## src/rtl/line_cycle_detector.sv

```systemverilog
// Line-cycle recogniser: hysteresis zero-crossing detector with min-period holdoff,
// loss-of-lock timeout, measured period and sticky glitch/loss flags.
module line_cycle_detector #(
   parameter int unsigned SAMPLE_WIDTH = 12,
   parameter int unsigned HYST         = 16,
   parameter int unsigned MIN_PERIOD   = 64,
   parameter int unsigned MAX_PERIOD   = 4000,
   parameter int unsigned CNT_WIDTH    = 12
) (
   input  logic                           clk_i,
   input  logic                           rst_i,
   input  logic                           enable_i,
   input  logic signed [SAMPLE_WIDTH-1:0] sample_i,
   input  logic                           sample_valid_i,
   input  logic                           clear_i,
   output logic                           cycle_pulse_o,
   output logic [CNT_WIDTH-1:0]           period_o,
   output logic                           period_valid_o,
   output logic                           locked_o,
   output logic                           glitch_o,
   output logic                           lost_o
);

   typedef enum logic [1:0] {StAcquire, StFirstNeg, StPos, StNeg} state_e;

   localparam logic signed [SAMPLE_WIDTH-1:0] HystPos = SAMPLE_WIDTH'(HYST);
   localparam logic signed [SAMPLE_WIDTH-1:0] HystNeg = -HystPos;
   localparam logic [CNT_WIDTH-1:0] MinPeriod = CNT_WIDTH'(MIN_PERIOD);
   localparam logic [CNT_WIDTH-1:0] MaxPeriod = CNT_WIDTH'(MAX_PERIOD);

   state_e               state_q;
   logic [CNT_WIDTH-1:0] cnt_q;
   logic [CNT_WIDTH-1:0] cnt_next;
   logic                 pos, neg, accept, reject, timeout, take;
   logic                 glitch_set, lost_set;

   always_comb begin
      pos        = sample_i >= HystPos;
      neg        = sample_i <= HystNeg;
      cnt_next   = (&cnt_q) ? cnt_q : cnt_q + CNT_WIDTH'(1);
      take       = enable_i && sample_valid_i;
      accept     = (state_q == StNeg) && pos && (cnt_next >= MinPeriod);
      reject     = (state_q == StNeg) && pos && (cnt_next < MinPeriod);
      // An accepted edge outranks the timeout on the same sample.
      timeout    = (state_q != StAcquire) && !accept && (cnt_next >= MaxPeriod);
      glitch_set = take && reject && !timeout;
      lost_set   = take && timeout;
   end

   assign locked_o = (state_q == StPos) || (state_q == StNeg);

   always_ff @(posedge clk_i) begin
      if (rst_i) begin
         state_q        <= StAcquire;
         cnt_q          <= '0;
         cycle_pulse_o  <= 1'b0;
         period_valid_o <= 1'b0;
         period_o       <= '0;
         glitch_o       <= 1'b0;
         lost_o         <= 1'b0;
      end else begin
         cycle_pulse_o  <= 1'b0;
         period_valid_o <= 1'b0;
         glitch_o       <= glitch_set | (glitch_o & ~clear_i);
         lost_o         <= lost_set | (lost_o & ~clear_i);
         if (!enable_i) begin
            state_q <= StAcquire;
            cnt_q   <= '0;
         end else if (sample_valid_i) begin
            if (accept) begin
               state_q        <= StPos;
               cnt_q          <= '0;
               cycle_pulse_o  <= 1'b1;
               period_valid_o <= 1'b1;
               period_o       <= cnt_next;
            end else if (timeout) begin
               state_q <= StAcquire;
               cnt_q   <= '0;
            end else begin
               case (state_q)
                  StAcquire: begin
                     if (neg) state_q <= StFirstNeg;
                     cnt_q <= '0;
                  end
                  StFirstNeg: begin
                     // First rising edge only establishes phase.
                     if (pos) begin
                        state_q <= StPos;
                        cnt_q   <= '0;
                     end else begin
                        cnt_q <= cnt_next;
                     end
                  end
                  StPos: begin
                     if (neg) state_q <= StNeg;
                     cnt_q <= cnt_next;
                  end
                  StNeg: begin
                     // Rejected edge keeps counting so the true edge sees the full period.
                     if (pos) state_q <= StPos;
                     cnt_q <= cnt_next;
                  end
                  default: begin
                     state_q <= StAcquire;
                     cnt_q   <= '0;
                  end
               endcase
            end
         end
      end
   end

endmodule
```

## config.mk

```make
export PLATFORM = sky130hd
export DESIGN_NAME = line_cycle_detector
export DESIGN_NICKNAME = d
export VERILOG_FILES = /design/src/rtl/line_cycle_detector.sv
export SDC_FILE = /design/constraint.sdc
export NUM_CORES = 1
export LEC_CHECK = 0
export ABC_AREA = 1
export CORE_MARGIN = 5
export CORE_UTILIZATION = 61
export DETAILED_ROUTE_END_ITERATION = 12
export DONT_BUFFER_PORTS = 1
export GPL_TIMING_DRIVEN = 0
export PLACE_DENSITY = 0.8
export SETUP_SLACK_MARGIN = 0.3
export SLEW_MARGIN = 20
export SYNTH_ARGS = -nofsm -noshare
export SYNTH_HDL_FRONTEND = slang
export SYNTH_SLANG_ARGS = --single-unit
```

## constraint.sdc

```tcl
create_clock -name clk_i -period 2.6 [get_ports clk_i]
set_input_delay 0.39 -clock clk_i [delete_from_list [all_inputs] [get_ports clk_i]]
set_output_delay 0.39 -clock clk_i [all_outputs]
set_load 0.02 [all_outputs]
```

# Word-level counts from Yosys, hierarchy flattened
# Index checks and enable logic that the tools add are counted.
[word_totals] ff_bits=29 output_inout_bits=17
[classes] n_addsub=1 n_lt_le_gt_ge=5 n_eq_ne=6 n_mux=12 n_bitwise=7 n_reduce_logical=21
[op_table] op="2-to-1 mux 12 bit" count=4
[op_table] op="one-hot mux 12 bit (3 select lines)" count=1
[op_table] op="adder 12 x 1 -> 12 bit, second input constant" count=1
[op_table] op=">= comparator 12 bit, second input constant" count=1
[op_table] op=">= comparator 12 x 6 -> 1 bit, second input constant" count=1
[op_table] op=">= comparator 12 x 7 -> 1 bit, second input constant" count=1
[op_table] op="<= comparator 12 x 5 -> 1 bit, second input constant" count=1
[op_table] op="less-than comparator 12 x 7 -> 1 bit, second input constant" count=1
[op_table] op="AND reduction 12 bit" count=1
[op_table] op="2-to-1 mux 2 bit" count=5
[op_table] op="logical AND 1 bit" count=9
[op_table] op="!= test 4 bit, second input constant" count=2
[op_table] op="one-hot mux 2 bit (3 select lines)" count=1
[op_table] op="OR reduction 2 bit" count=3
[op_table] op="== test 2 bit, second input constant" count=2
[op_table] op="!= test 4 x 1 -> 1 bit, second input constant" count=1
[op_table] op="AND reduction 4 bit" count=1
[op_table] op="NOT 1 bit" count=3
[op_table] op="AND reduction 3 bit" count=1
[op_table] op="OR reduction 3 bit" count=1
[op_table] op="AND 1 bit" count=2
[op_table] op="== test 2 x 1 -> 1 bit, second input constant" count=1
[op_table] op="zero test 1 bit" count=2
[op_table] op="zero test 2 bit" count=1
[op_table] op="other kinds (4)" count=5

# Depth between registers and ports, before layout
[depth] depth_word=10 mapped_depth=17

# Worst setup path after synthesis
# No wires, ideal clock.
[synth_path] path_kind="register to register" startpoint="register cnt_q[1]" endpoint="register state_q[1]" setup_ps=115 arrival_ps=1713 required_time_ps=2485 slack_ps=772 path_stages_with_launch=16 path_buffers=1 cell_sequence="dfxtp_1 -> ha_1 -> nand2_1 -> nor2_2 -> nand3_2 -> buf_6 -> nand2_1 -> nand3_1 -> inv_1 -> nand2_1 -> nor2_2 -> nand3_1 -> nand2_1 -> nand3_1 -> nand2_1 -> nor2_1"
[synth_between] elab_chain_cells=9
[synth_rtl] item="from (decl)" line="32" rtl="logic [CNT_WIDTH-1:0] cnt_q;"
[synth_rtl] item="from (signal assigned)" line="91" rtl="cnt_q <= cnt_next;"
[synth_rtl] item="from (signal assigned)" line="96" rtl="cnt_q <= cnt_next;"
[synth_rtl] item="from (signal assigned)" line="101" rtl="cnt_q <= cnt_next;"
[synth_rtl] item="adder 12 x 1 -> 12 bit / AND reduction 12 bit (equally long branches)" line="40" rtl="cnt_next = (&cnt_q) ? cnt_q : cnt_q + CNT_WIDTH'(1);"
[synth_rtl] item="2-to-1 mux 12 bit *" line="40"
[synth_rtl] item=">= comparator 12 x 7 -> 1 bit" line="42" rtl="accept = (state_q == StNeg) && pos && (cnt_next >= MinPeriod);"
[synth_rtl] item="logical AND 1 bit" line="42"
[synth_rtl] item="zero test 1 bit" line="45" rtl="timeout = (state_q != StAcquire) && !accept && (cnt_next >= MaxPeriod);"
[synth_rtl] item="logical AND 1 bit (2 in a row)" line="45"
[synth_rtl] item="!= test 4 bit (no line), or another cell as far along"
[synth_rtl] item="AND reduction 4 bit (no line) / 2-to-1 mux 2 bit (equally long branches)"
[synth_rtl] item="to (signal assigned)" line="54" rtl="state_q <= StAcquire;"
[synth_rtl] item="to (signal assigned)" line="67" rtl="state_q <= StAcquire;"
[synth_rtl] item="to (signal assigned)" line="71" rtl="state_q <= StPos;"
[synth_rtl] item="to (decl)" line="31" rtl="state_e state_q;"
# Mark *: on every way between the ends. The rest lies on a longest branch, timed or not.
# A chain may end at the register's enable or synchronous reset.

# Worst setup path in the final report
[layout_path] startpoint="register cnt_q[0]" endpoint="register cnt_q[2]"
[layout_between] elab_chain_cells=9
[layout_rtl] item="adder 12 x 1 -> 12 bit / AND reduction 12 bit (equally long branches)" line="40"
[layout_rtl] item="2-to-1 mux 12 bit *" line="40"
[layout_rtl] item=">= comparator 12 x 7 -> 1 bit" line="42"
[layout_rtl] item="logical AND 1 bit" line="42"
[layout_rtl] item="zero test 1 bit" line="45"
[layout_rtl] item="logical AND 1 bit (2 in a row)" line="45"
[layout_rtl] item="2-to-1 mux 12 bit" line="76" rtl="end else if (timeout) begin"
[layout_rtl] item="2-to-1 mux 12 bit *" line="70" rtl="if (accept) begin"
# Marked as above.

==> run metrics <==
Starting Density around 64%; Hold Path Class in -> reg; WL per Instance 12.7 µm; Worst IR Drop VDD 0.000378 V; DIE AREA around 3700 µm²; Fmax ~470 MHz; prevailing post-synth register cell dfxtp_1; diode count 0; RePlAce Congestion about 0.85; Yosys cell types 26; mux cell area share after synthesis 0%; xor/xnor share of the synthesized area roughly 2.2%; Final Skew around 0.0022 ns; TNS Setup 0 ns; Via density about 5.6; io pins 34; Final min period 2.12 ns; mapped cell area approximately 1600 µm²; most common cell in the synthesized netlist nand2_1; Post-CTS Hold Buffers 0; main combinational cell family by area after synthesis simple AND/OR/NAND/NOR gates; Post-synth EDFFs 0; synth warn 0; Startpoint Class flop; max-slew violations 0; layout net count 271; Register Area 584 µm²; DP HPWL 2600 µm; Final Hold Viols 0; CTS tree built; Site Rows 18; vias ~1.6k; Iter 0 DRT Violations around 140; Max Cap Viol 0; Core Region approximately 2500 µm²; Mapped Cells ~240; relative slew slack 67.2%; Critical Path RT roughly 2.9 ns; kind of critical path reg -> reg; vias in the first global route approximately 1.3k; Post-synth top cells 68 x nand2_1, 29 x dfxtp_1, 25 x a21oi_1, 25 x inv_1, 23 x nor2_1; Leakage about 0.7 nW; TritonCTS buffer count 5; Layout Cells excl Fill 284; drt total wl around 3600 µm; syn nets between 200 and 300; adder-cell share of the synthesized area 0.783%; Clock Tree Root clkbuf_4; ranking of synthesized cells by area dfxtp_1 36%, nand2_1 16%, a21oi_1 7.8%; largest net degree at the start of global routing 11; initial antenna violation count 0; pwr dens between 400 and 500 nW/µm²; Clock Latency Late Sink 0.34 ns; total grt overflow 0; die height slightly above 60 µm; # port buffers 0; RSZ-0062 raised after global routing false; Synth async-reset ratio 0%; leading area contributor after synthesis dfxtp_1; Compound-Gate Fraction of Synth Area between 10 and 15%; Reg2Reg Setup Slack 0.48 ns; register area share after synthesis a little over a third; H-tree Lvls 2; status complete, no violations; multi-input logic area about 900 µm²; fin crit share about four fifths; post-synth top area share roughly 36%; Post-DRT Antenna Nets 0; flops & latches, synth 29; CTS max path bufs 2; area delta synth->final 9.08%; drt first pass iters 4; Setup violations, final 0; Clock Pin Slew Worst Setup and Hold Paths ~0.10 ns; largest fanout on the critical path 10; Slew @ Worst Pin between 0.4 and 0.5 ns; post-synthesis simple-gate area fraction 38.3%; endpoint class of the critical path flop; DP Cell Count between 200 and 300; Die Wd between 60 and 70 µm; CP arrival 2.39 ns; FILL cells 220; Avg Cell Area, Syn 6.55 µm²; first-pass GRT wire length roughly 5900 µm; share of layout cells above drive strength 1 15.4%; residual DRC count 0; gr usage total between 20% and 30%; CTS sink cnt 29
final cells by class:
type                    instances  area share [%]
inverters                      26            5.60
well taps                      30            2.15
flip-flops and latches         29            33.5
repair buffers                  1           0.431
plain buffers                   9            3.45
multi-input cells             181            51.7
clock inverters                 3            1.01
clock buffers                   5            2.15
flip-flops by register name, indices dropped and copies added, names as in the netlist:
| register | cells |
|---|---|
| cnt_q | 12 |
| period_o | 12 |
| state_q | 2 |
| glitch_o | 1 |
| lost_o | 1 |
| period_valid_o | 1 |
worst paths after layout:
kind,start,depth (start not counted),endpoint
max,cnt_q[0],13,cnt_q[2]
min,rst_i,1,lost_o
max reg2reg,cnt_q[0],13,cnt_q[2]
min reg2reg,cnt_q[0],2,cnt_q[0]
power breakdown:
group          internal (mW)  total (mW)  switching (mW)
sequential             0.445       0.447         0.00164
combinational         0.0102      0.0307          0.0205
clock                  0.102       0.279           0.177
total                  0.557       0.756           0.199
per-layer routing:
layer / global-route usage [%] / up-vias / share of wire (%)
met5: 0 / - / 0
met4: 10.2 / 0 / 1.9
met3: 8.18 / 8 / 8.0
met2: 32.0 / 55 / 45
met1: 26.9 / 707 / 45
li1: - / 810 / -
cell usage in the layout, fill, tap and decap left out:
cell type   synthesis  layout
xor2_1              4       4
nand4_1             7       7
nand2_2             4       7
o21ai_0            14      14
dfxtp_1            29      26
clkbuf_4            0       6
or2_2               2       2
nor2_2              4       3
and3_1              1       1
inv_2               1       2
buf_4               2       3
dfxtp_2             0       3
buf_6               2       2
nand2_1            68      65
nand3_1            16      16
nor4_1              1       1
ha_1                1       1
nor2_4              2       6
clkbuf_1            4       4
nor3_1              3       3
clkinv_2            0       2
nor2_1             23      21
clkinvlp_4          0       1
or3_1               1       1
o21bai_1            1       1
nand3_2             2       2
inv_1              25      24
nand3b_1            1       1
a21oi_1            25      25
cell families after synthesis:
logic type	Yosys count
xor+xnor	4
fa+ha+maj	1
buf+inv	35
compound gates	40
flops	29
simple gates	135
repair_timing:
item | 4_1_cts | 5_1_grt
endpoints found under the setup margin | 0 | 23
gates resized for setup | 0 | 14
setup buffers | 0 | 1
worst max-delay path, stage by stage, from the launching register on:
cell and delay (ns):
dfxtp_2 0.34, ha_1 0.21, nand2_2 0.14, nor2_4 0.06, nand3_2 0.13, nand3_1 0.22
nor2_2 0.20, nand3_2 0.11, nand2_2 0.12, nand2_2 0.07, nor2_4 0.11, buf_6 0.15
nand2_1 0.05, a21oi_1 0.12
per-stage QoR:
step	cell area (µm²)	util [%]	hold slack, ns	power, mW	setup slack [ns]
2_1_floorplan	1600	-	0.459	0.481	0.772
3_3_place_gp	1640	65.4	0.461	0.487	0.422
3_5_place_dp	1640	65.4	0.464	0.487	0.409
4_1_cts	1690	67.6	0.0903	0.758	0.382
5_1_grt	1740	69.7	0.0656	0.799	0.318
6_report	1740	69.7	0.102	0.756	0.484
Power figures use the tool's default switching activity.
